File: src/rtl/pipe_pkg.sv
// pipe_pkg: shared pipeline widths and constants for the fetch stage
package pipe_pkg;
  localparam int ADDR_W = 32;
  localparam int INSTR_W = 32;
  localparam logic [INSTR_W-1:0] NOP_INSTR = 32'h0000_0000;
  localparam logic [ADDR_W-1:0] RESET_PC_DEF = 32'h0000_0000;
endpackage

File: src/rtl/if_stage_if.sv
// if_stage_if: fetch-stage bus bundle
//   hazard/ID controls: stall, branch_taken/branch_target, jump/jump_target
//   imem: imem_addr out, imem_rdata in (combinational read)
//   IF/ID: if_id_instr, if_id_pc4, if_id_valid; perf: stall_cnt, flush_cnt
//   master = the fetch stage, slave = its environment
interface if_stage_if import pipe_pkg::*; #(parameter int CNT_W = 32);
  logic stall;
  logic branch_taken;
  logic [ADDR_W-1:0] branch_target;
  logic jump;
  logic [ADDR_W-1:0] jump_target;
  logic [ADDR_W-1:0] imem_addr;
  logic [INSTR_W-1:0] imem_rdata;
  logic [INSTR_W-1:0] if_id_instr;
  logic [ADDR_W-1:0] if_id_pc4;
  logic if_id_valid;
  logic [CNT_W-1:0] stall_cnt;
  logic [CNT_W-1:0] flush_cnt;
  modport master (
    input stall, branch_taken, branch_target, jump, jump_target, imem_rdata,
    output imem_addr, if_id_instr, if_id_pc4, if_id_valid, stall_cnt, flush_cnt
  );
  modport slave (
    output stall, branch_taken, branch_target, jump, jump_target, imem_rdata,
    input imem_addr, if_id_instr, if_id_pc4, if_id_valid, stall_cnt, flush_cnt
  );
endinterface

File: src/rtl/sat_counter.sv
// sat_counter: W-bit event counter that sticks at all-ones, cleared by async reset
//   clk, rst_n (async active-low), inc (count this edge), count (value)
module sat_counter #(parameter int W = 32) (
  input  logic clk,
  input  logic rst_n,
  input  logic inc,
  output logic [W-1:0] count
);
  always_ff @(posedge clk or negedge rst_n)
    if (!rst_n) count <= '0;
    else if (inc && count != '1) count <= count + W'(1);
endmodule

File: src/rtl/if_stage.sv
// if_stage: MIPS instruction fetch, PC register, next-PC select and IF/ID register
//   clk, rst_n (async active-low); bus: if_stage_if.master carrying hazard/redirect
//   controls, imem address/data, IF/ID outputs and stall/flush perf counters
module if_stage import pipe_pkg::*; #(
  parameter logic [ADDR_W-1:0] RESET_PC = RESET_PC_DEF,
  parameter int CNT_W = 32
) (
  input logic clk,
  input logic rst_n,
  if_stage_if.master bus
);
  logic [ADDR_W-1:0] pc, pc_next4, tgt, id_pc4;
  logic [INSTR_W-1:0] id_instr;
  logic id_valid, redirect;
  assign pc_next4 = pc + 32'd4;
  assign redirect = bus.jump | bus.branch_taken;
  assign tgt = bus.jump ? bus.jump_target : bus.branch_target;
  // a stall freezes everything, including any redirect presented alongside it
  always_ff @(posedge clk or negedge rst_n)
    if (!rst_n) begin
      pc <= RESET_PC;
      id_instr <= NOP_INSTR;
      id_pc4 <= '0;
      id_valid <= 1'b0;
    end else if (!bus.stall) begin
      pc <= redirect ? {tgt[ADDR_W-1:2], 2'b00} : pc_next4;
      id_instr <= redirect ? NOP_INSTR : bus.imem_rdata;
      id_pc4 <= redirect ? '0 : pc_next4;
      id_valid <= !redirect;
    end
  assign bus.imem_addr = pc;
  assign bus.if_id_instr = id_instr;
  assign bus.if_id_pc4 = id_pc4;
  assign bus.if_id_valid = id_valid;
  sat_counter #(.W(CNT_W)) u_stall_cnt (
    .clk(clk), .rst_n(rst_n), .inc(bus.stall), .count(bus.stall_cnt)
  );
  sat_counter #(.W(CNT_W)) u_flush_cnt (
    .clk(clk), .rst_n(rst_n), .inc(!bus.stall && redirect), .count(bus.flush_cnt)
  );
endmodule

File: src/flat_wrapper.sv
// flat-port wrapper written by rule: the top's interface ports become plain ports
module if_stage_flat import pipe_pkg::*;
#(
  parameter logic [ADDR_W-1:0] RESET_PC = RESET_PC_DEF,
  parameter int CNT_W = 32
)
  (clk, rst_n, bus_stall, bus_branch_taken, bus_branch_target, bus_jump, bus_jump_target, bus_imem_rdata, bus_imem_addr, bus_if_id_instr, bus_if_id_pc4, bus_if_id_valid, bus_stall_cnt, bus_flush_cnt);
  if_stage_if #(.CNT_W(CNT_W)) bus_i ();
  input logic clk;
  input logic rst_n;
  input wire logic [$bits(bus_i.stall)-1:0] bus_stall;
  input wire logic [$bits(bus_i.branch_taken)-1:0] bus_branch_taken;
  input wire logic [$bits(bus_i.branch_target)-1:0] bus_branch_target;
  input wire logic [$bits(bus_i.jump)-1:0] bus_jump;
  input wire logic [$bits(bus_i.jump_target)-1:0] bus_jump_target;
  input wire logic [$bits(bus_i.imem_rdata)-1:0] bus_imem_rdata;
  output wire logic [$bits(bus_i.imem_addr)-1:0] bus_imem_addr;
  output wire logic [$bits(bus_i.if_id_instr)-1:0] bus_if_id_instr;
  output wire logic [$bits(bus_i.if_id_pc4)-1:0] bus_if_id_pc4;
  output wire logic [$bits(bus_i.if_id_valid)-1:0] bus_if_id_valid;
  output wire logic [$bits(bus_i.stall_cnt)-1:0] bus_stall_cnt;
  output wire logic [$bits(bus_i.flush_cnt)-1:0] bus_flush_cnt;
  assign bus_i.stall = bus_stall;
  assign bus_i.branch_taken = bus_branch_taken;
  assign bus_i.branch_target = bus_branch_target;
  assign bus_i.jump = bus_jump;
  assign bus_i.jump_target = bus_jump_target;
  assign bus_i.imem_rdata = bus_imem_rdata;
  assign bus_imem_addr = bus_i.imem_addr;
  assign bus_if_id_instr = bus_i.if_id_instr;
  assign bus_if_id_pc4 = bus_i.if_id_pc4;
  assign bus_if_id_valid = bus_i.if_id_valid;
  assign bus_stall_cnt = bus_i.stall_cnt;
  assign bus_flush_cnt = bus_i.flush_cnt;
  if_stage #(.RESET_PC(RESET_PC), .CNT_W(CNT_W)) u_core (.clk(clk), .rst_n(rst_n), .bus(bus_i));
endmodule
File: config.mk
export PLATFORM = sky130hd
export DESIGN_NAME = if_stage_flat
export DESIGN_NICKNAME = d
export VERILOG_FILES = /design/src/rtl/pipe_pkg.sv /design/src/rtl/if_stage_if.sv /design/src/rtl/sat_counter.sv /design/src/rtl/if_stage.sv /design/src/flat_wrapper.sv
export SDC_FILE = /design/constraint.sdc
export NUM_CORES = 1
export LEC_CHECK = 0
export CAP_MARGIN = 20
export CORE_MARGIN = 4
export CORE_UTILIZATION = 48
export CTS_BUF_LIST = sky130_fd_sc_hd__clkbuf_8
export DETAILED_ROUTE_END_ITERATION = 12
export MAX_ROUTING_LAYER = met4
export PLACE_DENSITY = 0.87
export SLEW_MARGIN = 0
export SYNTH_ARGS = -nofsm -noshare
export SYNTH_HDL_FRONTEND = slang
export SYNTH_SLANG_ARGS = --single-unit
File: constraint.sdc
create_clock -name clk -period 2.55 [get_ports clk]
set_input_delay 0.765 -clock clk [delete_from_list [all_inputs] [get_ports clk]]
set_output_delay 0.765 -clock clk [all_outputs]
set_load 0.01 [all_outputs]
==> impl_metrics.json <==
{
  "power_mw": 6.44,
  "min_period_ns": 2.38,
  "cts_buffer_depth": 2,
  "globalplace.congestion": 0.893,
  "layout-drive-gt1-share": 0.0836,
  "tightest_slew_ns": 0.770,
  "async_flop_share": 1.00,
  "synthCells": 819,
  "nNetsFinal": 1179,
  "postRouteAntennaNets": 0,
  "r2r_start": "u_core.bus.imem_addr[3]$_DFFE_PN0N_",
  "drcViolationCount": 0,
  "final_hold_viol_count": 0,
  "cts.repair.resized": 0,
  "regToRegEndpoint": "u_core.bus.imem_addr[24]$_DFFE_PN0N_",
  "postLayoutCellArea_um2": 11200,
  "core_um2": 15900,
  "p_leak_nw": 4.50,
  "fp.dieArea_um2": 18500,
  "first_pass_iters": 6,
  "grt_pass1_vias": 7184,
  "ys_ff_latch": 157,
  "cp_data_arrival_time_ns": 1.61,
  "chipHeight_um": 136,
  "die_w_um": 136,
  "synth_area_um2": 7850,
  "avgSynthCellArea_um2": 9.58,
  "routedWlPerCell_um": 18.2,
  "ioPinCount": 262,
  "area.growth.synth_to_final_pct": 42.5,
  "max-slew-margin-rel": 0.484,
  "fmax_ghz": 0.421,
  "start_util": 0.492,
  "via_per_inst": 5.58,
  "overflow": 0,
  "dp_hpwl_mm": 17.9,
  "tns_ns": 0,
  "ys_warn_count": 0,
  "fin_crit_sh": 0.932,
  "seq_area_frac_synth": 0.501,
  "status": "finished clean",
  "p_per_area_nw_per_um2": 576,
  "wl_mm": 23.7,
  "critPathKind": "reg -> out",
  "cts_made_buffers": 17,
  "startpoint": "u_core.bus.imem_addr[21]$_DFFE_PN0N_",
  "ff2ff_path_depth": 5,
  "antenna_found_initial": 0,
  "grt_max_degree": 71,
  "post-synth-top-count-cell": "dfrtp_1",
  "placedCellCount": 1272,
  "synth_edf_count": 0,
  "num_antenna_cells": 0,
  "grt_pass1_wl_mm": 37.0,
  "synth_cell_type_count": 57,
  "hold_class": "in -> async",
  "cts_htree_levels": 4,
  "cp-start-kind": "flip-flop",
  "fillers": 1207,
  "fin_skew_ns": 0.0120,
  "path_delay_family": "buffers and inverters",
  "cp_slowest_cell": "clkdlybuf4s50_1",
  "cpPeakStageDelay_ns": 0.64,
  "rrSetupSlack_ns": 0.25,
  "rsz0062_at_grt": "false",
  "rows": 46,
  "vias": 7281,
  "cts_tree": "built",
  "synth_top_area_cell": "dfrtp_1",
  "ir_drop_uv": 520,
  "grt_usage": 0.260,
  "critPathCaptureType": "primary output",
  "cts_setup_buffers": 0,
  "synthTopCellsByCount": "157 x dfrtp_1, 137 x nand2_1, 87 x o21ai_0, 77 x xnor2_1, 39 x nor2_1",
  "yosysTopAreaCellShare": 0.501,
  "slew_viol_final": 0,
  "clk_pin_slew_ns": 0.09,
  "yosys-top-cells-area": "dfrtp_1 50%, xnor2_1 8.6%, nand2_1 6.6%",
  "root_buffer": "clkbuf_8",
  "final_core_util": 0.701,
  "required_ns": 1.79,
  "cp_num_buf_inv": 1,
  "placed_area_um2": 10800,
  "hold_buffers": 0,
  "setup_viol": 0,
  "numPortBuffers": 253,
  "path_cells": "clkdlybuf4s50_1",
  "drt_iter0_drc": 548,
  "synthFlopType": "dfrtp_1",
  "clock_sinks": 157,
  "timing.critical_path.depth": 1,
  "drv_cap": 0,
  "clk_latency_ns": 0.44,
  "fin_cells": 1304,
  "path_max_fanout": 7
}
[kinds of logic after synthesis]
kind of cell,after synthesis,share of synthesized area
multiplexers,5,0.00670
buffers and inverters,62,0.0336
other,1,0.000478
flip-flops,157,0.501
XOR/XNOR,87,0.0971
AO/OA/AOI/OAI,176,0.145
adder cells (fa/ha/maj),3,0.00478
AND/OR/NAND/NOR,328,0.212
[worst max-delay path by stage]
stage                                                to
2_1_floorplan  u_core.u_flush_cnt.count[25]$_DFFE_PN0P_
3_3_place_gp       u_core.bus.imem_addr[13]$_DFFE_PN0N_
3_5_place_dp   u_core.u_flush_cnt.count[18]$_DFFE_PN0P_
4_1_cts                               bus_imem_addr[21]
5_1_grt                               bus_imem_addr[21]
6_report                              bus_imem_addr[21]
[metal layers]
| metal | global-route usage | vias to the layer above | share of wire |
|---|---|---|---|
| met5 | - | - | 0 |
| met4 | 0.112 | 0 | 0.032 |
| met3 | 0.0559 | 52 | 0.067 |
| met2 | 0.436 | 275 | 0.51 |
| met1 | 0.304 | 3510 | 0.39 |
| li1 | - | 3444 | - |
[cell usage in the layout (no fill, tap or decap), types with 12 or more instances in the layout]
cell type,Yosys,routed
a21oi_1,13,13
and3_1,22,22
buf_4,6,30
clkbuf_8,0,19
clkdlybuf4s50_1,0,251
dfrtp_1,157,157
nand2_1,137,137
nand3_1,38,38
nand4_1,32,32
nor2_1,39,38
nor3_1,14,14
o21ai_0,87,87
o31ai_1,12,12
xnor2_1,77,77
[through the flow]
stage | setup WS [ns] | hold slack, ns
floorplan | 0.293 | 0.469
global placement | -0.0819 | 0.464
detailed placement | -0.107 | 0.471
CTS | 0.154 | 0.243
global route | 0.0826 | 0.254
finish | 0.173 | 0.259
[layout make-up]
class,instances,area (µm²),share of cell area
repair buffers,287,2850,0.255
well taps,216,270,0.0242
inverters,9,33.8,0.00302
multi-input cells,603,3680,0.329
flip-flops and latches,157,3930,0.351
clock inverters,13,164,0.0147
clock buffers,19,262,0.0234
[flip-flops by register name (all words and copies together), names as in the netlist]
register / count
u_core.bus.imem_addr: 30
u_core.bus.if_id_instr: 32
u_core.u_flush_cnt.count: 32
u_core.u_stall_cnt.count: 32
u_core.bus.if_id_pc4: 30
u_core.bus.if_id_valid: 1
[where the power goes]
group	total, mW	internal [mW]	switching, mW
Combinational	1.42	0.801	0.624
Clock	1.98	1.02	0.959
Sequential	3.04	2.71	0.325
Total	6.44	4.54	1.91
Power figures use the tool's default switching activity.
